[src/rtl/abus_slave.sv]
// abus responder: IDLE (decode window) | ACCESS (local strobe held, timeout count) | RESP (ack held until sreq drops).
// Returns are zero whenever idle so the interconnect can OR all slaves together.
module abus_slave #(
  parameter int                    ADDR_WIDTH = 16,
  parameter int                    DATA_WIDTH = 16,
  parameter logic [ADDR_WIDTH-1:0] BASE_ADDR  = '0,
  parameter int                    WIN_BITS   = 8,
  parameter int                    TIMEOUT    = 15,
  localparam int                   SW         = $clog2(DATA_WIDTH + 1)
) (
  input  logic                  abus_clk,
  input  logic                  abus_rstb,
  input  logic                  abus_sreq,
  input  logic                  abus_sgrant,
  input  logic                  abus_swrite,
  input  logic                  abus_sread,
  input  logic                  abus_sabort,
  input  logic [ADDR_WIDTH-1:0] abus_saddress,
  input  logic [DATA_WIDTH-1:0] abus_swdata,
  input  logic [SW-1:0]         abus_sstrb,
  input  logic [SW-1:0]         abus_skeep,
  output logic                  abus_sack,
  output logic                  abus_serr,
  output logic [DATA_WIDTH-1:0] abus_srdata,
  output logic                  reg_write,
  output logic                  reg_read,
  output logic [WIN_BITS-1:0]   reg_addr,
  output logic [DATA_WIDTH-1:0] reg_wdata,
  output logic [DATA_WIDTH-1:0] reg_wmask,
  input  logic [DATA_WIDTH-1:0] reg_rdata,
  input  logic                  reg_ready,
  input  logic                  reg_err
);

  localparam int CW = (TIMEOUT < 1) ? 1 : $clog2(TIMEOUT + 1);

  typedef enum logic [1:0] {S_IDLE, S_ACCESS, S_RESP} state_t;

  state_t                state_q, state_d;
  logic [CW-1:0]         cnt_q, cnt_d;
  logic                  is_read_q, is_read_d;
  logic [SW-1:0]         keep_q, keep_d;
  logic                  sack_q, sack_d;
  logic                  serr_q, serr_d;
  logic [DATA_WIDTH-1:0] srdata_q, srdata_d;
  logic                  reg_write_q, reg_write_d;
  logic                  reg_read_q, reg_read_d;
  logic [WIN_BITS-1:0]   reg_addr_q, reg_addr_d;
  logic [DATA_WIDTH-1:0] reg_wdata_q, reg_wdata_d;
  logic [DATA_WIDTH-1:0] reg_wmask_q, reg_wmask_d;
  logic                  hit;
  logic                  go_idle;

  // Lane count to LSB mask; counts of DATA_WIDTH or more give all ones.
  function automatic logic [DATA_WIDTH-1:0] len_mask(input logic [SW-1:0] n);
    logic [DATA_WIDTH-1:0] m;
    for (int i = 0; i < DATA_WIDTH; i++) m[i] = (32'(n) > 32'(i));
    return m;
  endfunction

  always_comb begin
    state_d     = state_q;
    cnt_d       = cnt_q;
    is_read_d   = is_read_q;
    keep_d      = keep_q;
    sack_d      = sack_q;
    serr_d      = serr_q;
    srdata_d    = srdata_q;
    reg_write_d = reg_write_q;
    reg_read_d  = reg_read_q;
    reg_addr_d  = reg_addr_q;
    reg_wdata_d = reg_wdata_q;
    reg_wmask_d = reg_wmask_q;
    go_idle     = 1'b0;
    hit = abus_sreq & abus_sgrant &
          (abus_saddress[ADDR_WIDTH-1:WIN_BITS] == BASE_ADDR[ADDR_WIDTH-1:WIN_BITS]);

    case (state_q)
      S_IDLE: begin
        if (hit && abus_sabort) begin
          state_d  = S_RESP;
          sack_d   = 1'b1;
          serr_d   = 1'b0;
          srdata_d = '0;
        end else if (hit && abus_swrite) begin
          state_d     = S_ACCESS;
          cnt_d       = '0;
          is_read_d   = 1'b0;
          reg_write_d = 1'b1;
          reg_addr_d  = abus_saddress[WIN_BITS-1:0];
          reg_wdata_d = abus_swdata;
          reg_wmask_d = len_mask(abus_sstrb);
        end else if (hit && abus_sread) begin
          state_d     = S_ACCESS;
          cnt_d       = '0;
          is_read_d   = 1'b1;
          keep_d      = abus_skeep;
          reg_read_d  = 1'b1;
          reg_addr_d  = abus_saddress[WIN_BITS-1:0];
          reg_wdata_d = '0;
          reg_wmask_d = '0;
        end
      end
      S_ACCESS: begin
        // A vanished master outranks everything: nobody is left to take the ack.
        if (!abus_sreq) begin
          go_idle = 1'b1;
        end else if (reg_ready) begin
          state_d     = S_RESP;
          reg_write_d = 1'b0;
          reg_read_d  = 1'b0;
          sack_d      = 1'b1;
          serr_d      = reg_err;
          srdata_d    = is_read_q ? (reg_rdata & len_mask(keep_q)) : '0;
        end else if (abus_sabort || (cnt_q == CW'(TIMEOUT))) begin
          state_d     = S_RESP;
          reg_write_d = 1'b0;
          reg_read_d  = 1'b0;
          sack_d      = 1'b1;
          serr_d      = !abus_sabort;
          srdata_d    = '0;
        end else begin
          cnt_d = cnt_q + CW'(1);
        end
      end
      S_RESP: begin
        if (!abus_sreq) go_idle = 1'b1;
      end
      default: go_idle = 1'b1;
    endcase

    if (go_idle) begin
      state_d     = S_IDLE;
      cnt_d       = '0;
      is_read_d   = 1'b0;
      keep_d      = '0;
      sack_d      = 1'b0;
      serr_d      = 1'b0;
      srdata_d    = '0;
      reg_write_d = 1'b0;
      reg_read_d  = 1'b0;
      reg_addr_d  = '0;
      reg_wdata_d = '0;
      reg_wmask_d = '0;
    end
  end

  always_ff @(posedge abus_clk) begin
    if (!abus_rstb) begin
      state_q     <= S_IDLE;
      cnt_q       <= '0;
      is_read_q   <= 1'b0;
      keep_q      <= '0;
      sack_q      <= 1'b0;
      serr_q      <= 1'b0;
      srdata_q    <= '0;
      reg_write_q <= 1'b0;
      reg_read_q  <= 1'b0;
      reg_addr_q  <= '0;
      reg_wdata_q <= '0;
      reg_wmask_q <= '0;
    end else begin
      state_q     <= state_d;
      cnt_q       <= cnt_d;
      is_read_q   <= is_read_d;
      keep_q      <= keep_d;
      sack_q      <= sack_d;
      serr_q      <= serr_d;
      srdata_q    <= srdata_d;
      reg_write_q <= reg_write_d;
      reg_read_q  <= reg_read_d;
      reg_addr_q  <= reg_addr_d;
      reg_wdata_q <= reg_wdata_d;
      reg_wmask_q <= reg_wmask_d;
    end
  end

  assign abus_sack   = sack_q;
  assign abus_serr   = serr_q;
  assign abus_srdata = srdata_q;
  assign reg_write   = reg_write_q;
  assign reg_read    = reg_read_q;
  assign reg_addr    = reg_addr_q;
  assign reg_wdata   = reg_wdata_q;
  assign reg_wmask   = reg_wmask_q;

endmodule

[config.mk]
export PLATFORM = sky130hd
export DESIGN_NAME = abus_slave
export DESIGN_NICKNAME = d
export VERILOG_FILES = /design/src/rtl/abus_slave.sv
export SDC_FILE = /design/constraint.sdc
export NUM_CORES = 1
export LEC_CHECK = 0
export CORE_ASPECT_RATIO = 1.5
export CORE_UTILIZATION = 38
export DETAILED_ROUTE_END_ITERATION = 7
export PLACE_DENSITY = 0.84
export RECOVER_POWER = 25
export SLEW_MARGIN = 0
export SYNTH_ARGS = -nofsm -noshare
export SYNTH_HDL_FRONTEND = slang
export SYNTH_SLANG_ARGS = --single-unit
[constraint.sdc]
create_clock -name abus_clk -period 1.78 [get_ports abus_clk]
set_input_delay 0.445 -clock abus_clk [delete_from_list [all_inputs] [get_ports abus_clk]]
set_output_delay 0.445 -clock abus_clk [all_outputs]
set_load 0.02 [all_outputs]
# Word-level counts from Yosys, hierarchy flattened
# Index checks and enable logic that the tools add are counted.
# totals
regBits	72
# classes
n_addsub	1
n_lt_le_gt_ge	32
n_eq_ne	14
muxes	48
n_bitwise	6
n_reduce_logical	18
# op_table
cell	n
$mux 16	8
$gt 5x4->1 const B	16
$gt 5x3->1 const B	8
$pmux 16 s2	1
$mux 4	6
$gt 5x1->1 const B	4
$gt 5x2->1 const B	4
$mux 1	18
$and 16x16->16	1
$mux 8	2
$ne 2x2->1 const B	8
$mux 2	6
$reduce_and 4->1	3
$reduce_and 6->1	2
$pmux 1 s2	5
$logic_not 8->1	1
$pmux 4 s2	1
$ne 3x3->1 const B	2
$reduce_and 5->1	1
$add 4x1->4 const B	1
$eq 4x4->1 const B	1
$ne 4x4->1 const B	1
$pmux 2 s2	1
$reduce_bool 2->1	2
10 further kinds	16

# Depth between registers and ports, before layout
# logic_depth
depth_word	7
mapped_depth	10

# Worst setup path before layout
# No wires, ideal clock.
# synth_timing
path_type	reg-to-reg
start	reg state_q[0]
end	reg srdata_q[0], in the netlist abus_srdata[0]
setup_ns	0.074
t_arrival_ns	1.781
path_slack_ns	-0.075
stages_incl_launch_ff	11
n_path_buf	3
path_cell_list	dfxtp_1 -> inv_1 -> ha_1 -> mux2i_1 -> nor2b_1 -> buf_2 -> and2_0 -> clkbuf_1 -> clkbuf_1 -> nand4_1 -> o21ai_0
# synth_via
elab_chain_len	4
elab_cells_between_ends	12
# synth_rtl
item	line_no	source
start, declared	39	state_t state_q, state_d;
start signal, assigned	163	state_q <= state_d;
$eq 2x2->1 / $eq 2x1->1 (equally long branches)	78	case (state_q)
$reduce_or 2->1 (no source line)	--	
$pmux 1 s2	78	
$reduce_or 2->1 (no source line)	--	
end signal, assigned	169	srdata_q <= srdata_d;
end, declared	45	logic [DATA_WIDTH-1:0] srdata_q, srdata_d;
# Parallel ways exist; a longest one is shown, timed or not.
# A chain may end at the register's enable or synchronous reset.

# Worst setup path after layout
# layout_timing
start	reg state_q[1]
end	reg srdata_q[5], in the netlist abus_srdata[5]
# Same word-level chain as after synthesis.

==> summary.md <==
| Metric | Value |
|---|---|
| Status | `complete, but fails checks` |
| Failing checks | `setup timing` |
| Multi-input logic area | `roughly 0.0016 mm²` |
| DRC | `0` |
| Die area | `slightly above 0.008 mm²` |
| CP max-delay cell | `dfxtp_1` |
| Worst Slack Setup Final | `-0.0353 ns` |
| Register area | `between 0.001 and 0.0015 mm²` |
| Count leader, synth | `dfxtp_1` |
| Max IR drop VDD | `0.511 mV` |
| Wire length per cell | `around 18 µm` |
| Flop pwr share | `0.433` |
| Crit path time final | `around 1.8 ns` |
| Initial antenna violation count | `0` |
| Syn Inst Count | `between 300 and 400` |
| CP Max Fanout | `7` |
| Die Width | `around 75 µm` |
| Largest area contributor in the netlist | `dfxtp_1` |
| Placed cell count | `a little under 600` |
| Layout cells sized above 1 | `0.221` |
| Synth top area cells | `dfxtp_1 (48%), nand2_1 (6.7%), a22o_1 (6.1%)` |
| Clk_lat worst skew | `0.34 ns` |
| PortBufs | `around 130` |
| Slew Limit Fails | `0` |
| CTS Root Cell | `clkbuf_16` |
| Prevailing post-synth register cell | `dfxtp_1` |
| Place WS | `-0.726 ns` |
| Hold Crit Class | `reg -> reg` |
| Beginning of the worst hold path | `reg_addr[5]` |
| Worst endpoint data arrival time | `2.05 ns` |
| Synth Warn # | `0` |
| Clk slew on worst S/H paths | `~0.060 ns` |
| DR vias/cell | `5.52` |
| Synth Net Count | `413` |
| Max clock buf depth | `2` |
| Worst Tran Pin Value | `a little under 0.4 ns` |
| Number of global-route vias before repair | `between 3000 and 4000` |
| Final WL | `11.1 mm` |
| Syn_area_per_cell | `~8.8 µm²` |
| # clock sinks | `72` |
| Post-Layout Cell Count | `622` |
| R2r endpoint | `abus_srdata[5]` |
| WHS Path Cells | `2` |
| Number of synthesized register bits | `72` |
| Hold Fails Final Rpt | `0` |
| First-pass GRT wire length | `15.4 mm` |
| Post-route cell area | `roughly 0.0053 mm²` |
| Leakage | `around 0.0020 µW` |
| Nets | `just under 600` |
| Cell area after synthesis | `slightly above 0.003 mm²` |
| Area grow syn2layout | `75.3%` |
| Pint | `around 3000 µW` |
| Worst Hold Path EP | `reg_addr[5]` |
| CTS Buf Count | `9` |
| CTS Hold Bufs | `0` |
| Post-DRT Antenna Nets | `0` |
| Rows | `39` |
| IO Count | `between 100 and 150` |
| Max Clk Rate | `about 0.55 GHz` |
| FF-to-FF Start | `state_q[1]` |
| Post-synth EDFFs | `0` |
| M3 GR Usage | `0.0745` |
| H-tree depth | `3` |
| Worst Skew | `a little over 0.01 ns` |
| Critical path type | `reg -> reg` |
| Net Sw Frac | `0.214` |
| Congestion Overflow GR | `0` |
| CTS tree | `built` |
| P per Cell Area | `704 mW/mm²` |
| Routability cong. | `roughly 0.9` |
| Crit. End Element | `flip-flop` |
| Initial Utilization | `0.394` |
| Distinct cell type count after synthesis | `48` |
| Chip height | `111 µm` |
| Worst Path Required | `about 2.0 ns` |
| RSZ-0062 raised after global routing | `yes` |
| Worst path cell trace | `inv_2 > ha_4 > mux2i_4 > nor2b_2 > buf_6 > and2_4 > buf_2 > nand4_1 > o21ai_0` |
| Pre-Repair DR Iteration Count | `5` |
| Critical Path Max Stage Delay | `~0.32 ns` |
| Comb power frac | `0.097` |
| P_sw | `between 700 and 800 µW` |
| Vias post-DR | `~3400` |
| Global Route met1 Usage | `0.253` |
| Synth top cells by count | `dfxtp_1 (72), nand2_1 (54), o21ai_0 (28)` |
| Gr usage total | `0.243` |
| Drt initial violations | `between 200 and 300` |
| Worst Reg-to-Reg Cells | `9` |
| Global route hottest layer | `met2` |
| GRT met2 Usage | `0.420` |
| Largest net degree at the start of global routing | `36` |
| Fraction of registers with async set/reset | `0` |
| Final period utilization | `1.02` |
| Diode count | `0` |
| Top cell type's share of synthesized area | `0.477` |
| Worst reg-to-reg setup slack | `-0.04 ns` |
| Max-cap violation count | `0` |
| Sequential cell area fraction in the yosys report | `0.477` |
| Worst Setup Start Kind | `flip-flop` |
| # setup viols final | `5` |
| Core box area | `~0.0077 mm²` |
| Clk pwr share | `0.470` |
| Relative slew slack | `0.735` |
| Area post-placement | `approximately 0.0046 mm²` |
| Setup TNS Final | `-0.0778 ns` |
| Detailed placement HPWL | `approximately 6.6 mm` |
| Fill count | `roughly 550` |
| Hold_ws | `roughly 0.45 ns` |
| CP startpoint | `state_q[1]` |
-- layout make-up --
class                           instances  area share
Clock buffer                           11      0.0458
Inverter                                4     0.00283
Sequential cell                        72       0.272
Clock inverter                          4     0.00850
Timing Repair Buffer                  187       0.335
Multi-Input combinational cell        242       0.311
Tap cell                              102      0.0241
-- kinds of logic (layout without fill, tap and decap cells) --
kind of cell,after synthesis,count (layout),synth area share
compound gates,109,109,0.244
fa+ha+maj,3,3,0.0124
buf+inv,31,206,0.0435
flops,72,72,0.477
mux,4,4,0.0137
simple gates,124,126,0.210
-- stage by stage --
stage	utilization	total power (µW)
floorplan	-	1740
finish	0.691	3730
global route	0.691	3850
CTS	0.668	3710
global placement	0.606	1950
detailed placement	0.606	1960
-- power by group through the flow --
| stage | registers [µW] | clock network (µW) | logic [µW] |
|---|---|---|---|
| after CTS | 1620 | 1770 | 325 |
| after global routing | 1610 | 1850 | 381 |
| after global placement | 1650 | 0 | 300 |
| final | 1620 | 1750 | 361 |
| after detailed placement | 1650 | 0 | 307 |
| after floorplan | 1650 | 0 | 85.7 |
-- critical path, delay by kind of cell (launching register included) --
kind | cells | cell delay [ns]
muxes | 1 | 0.19
adders and majority gates | 1 | 0.25
AOI/OAI and AO/OA | 1 | 0.12
DFF | 1 | 0.32
buffers and inverters | 3 | 0.38
and+or+nand+nor | 3 | 0.44
-- state kept, by name, indices dropped and copies added, names as in the netlist --
| signal | count |
|---|---|
| abus_sack | 1 |
| abus_serr | 1 |
| abus_srdata | 16 |
| cnt_q | 4 |
| is_read_q | 1 |
| keep_q | 5 |
| reg_addr | 8 |
| reg_read | 1 |
| reg_wdata | 16 |
| reg_wmask | 16 |
| reg_write | 1 |
| state_q | 2 |
-- routing by layer --
layer  up-vias  share of wire
li1       1597              -
met1      1614           0.38
met2       178           0.51
met3        44          0.070
met4         0          0.047
met5         -              0
-- placed cells by master, fill, tap and decap left out, drive strengths merged, types with 2 or more instances in the layout --
master | synthesis | routed
o21ai | 30 | 30
a211oi | 2 | 2
nand2b | 8 | 8
a32o | 2 | 2
nand4b | 2 | 2
or3 | 5 | 5
nand3 | 5 | 5
nand2 | 54 | 54
buf | 10 | 58
a22o | 21 | 21
a21oi | 27 | 27
ha | 3 | 3
inv | 4 | 4
clkdlybuf4s15 | 0 | 3
nor4 | 2 | 2
a31o | 2 | 2
o31a | 2 | 2
clkdlybuf4s50 | 0 | 113
nor2 | 22 | 23
o2bb2ai | 8 | 8
dfxtp | 72 | 72
nor2b | 2 | 2
o211ai | 2 | 2
and3 | 2 | 3
dlygate4sd2 | 0 | 5
a31oi | 2 | 2
mux2i | 3 | 3
clkbuf | 17 | 19
nand4 | 17 | 17
clkinv | 0 | 3
o2111ai | 3 | 3
-- repair_timing --
item / 4_1_cts / 5_1_grt
setup endpoints to repair: 67 / 68
setup buffers: 6 / 10
gates cloned: 2 / 3
resized for setup: 38 / 44
pin swaps: 14 / 17
-- how the worst max path moves through the flow --
stage,to
after CTS,cnt_q[0]
after detailed placement,reg_wdata[12]
final,abus_srdata[5]
after global routing,reg_addr[7]
after floorplan,cnt_q[2]
after global placement,reg_wdata[12]
Power figures use the tool's default switching activity.
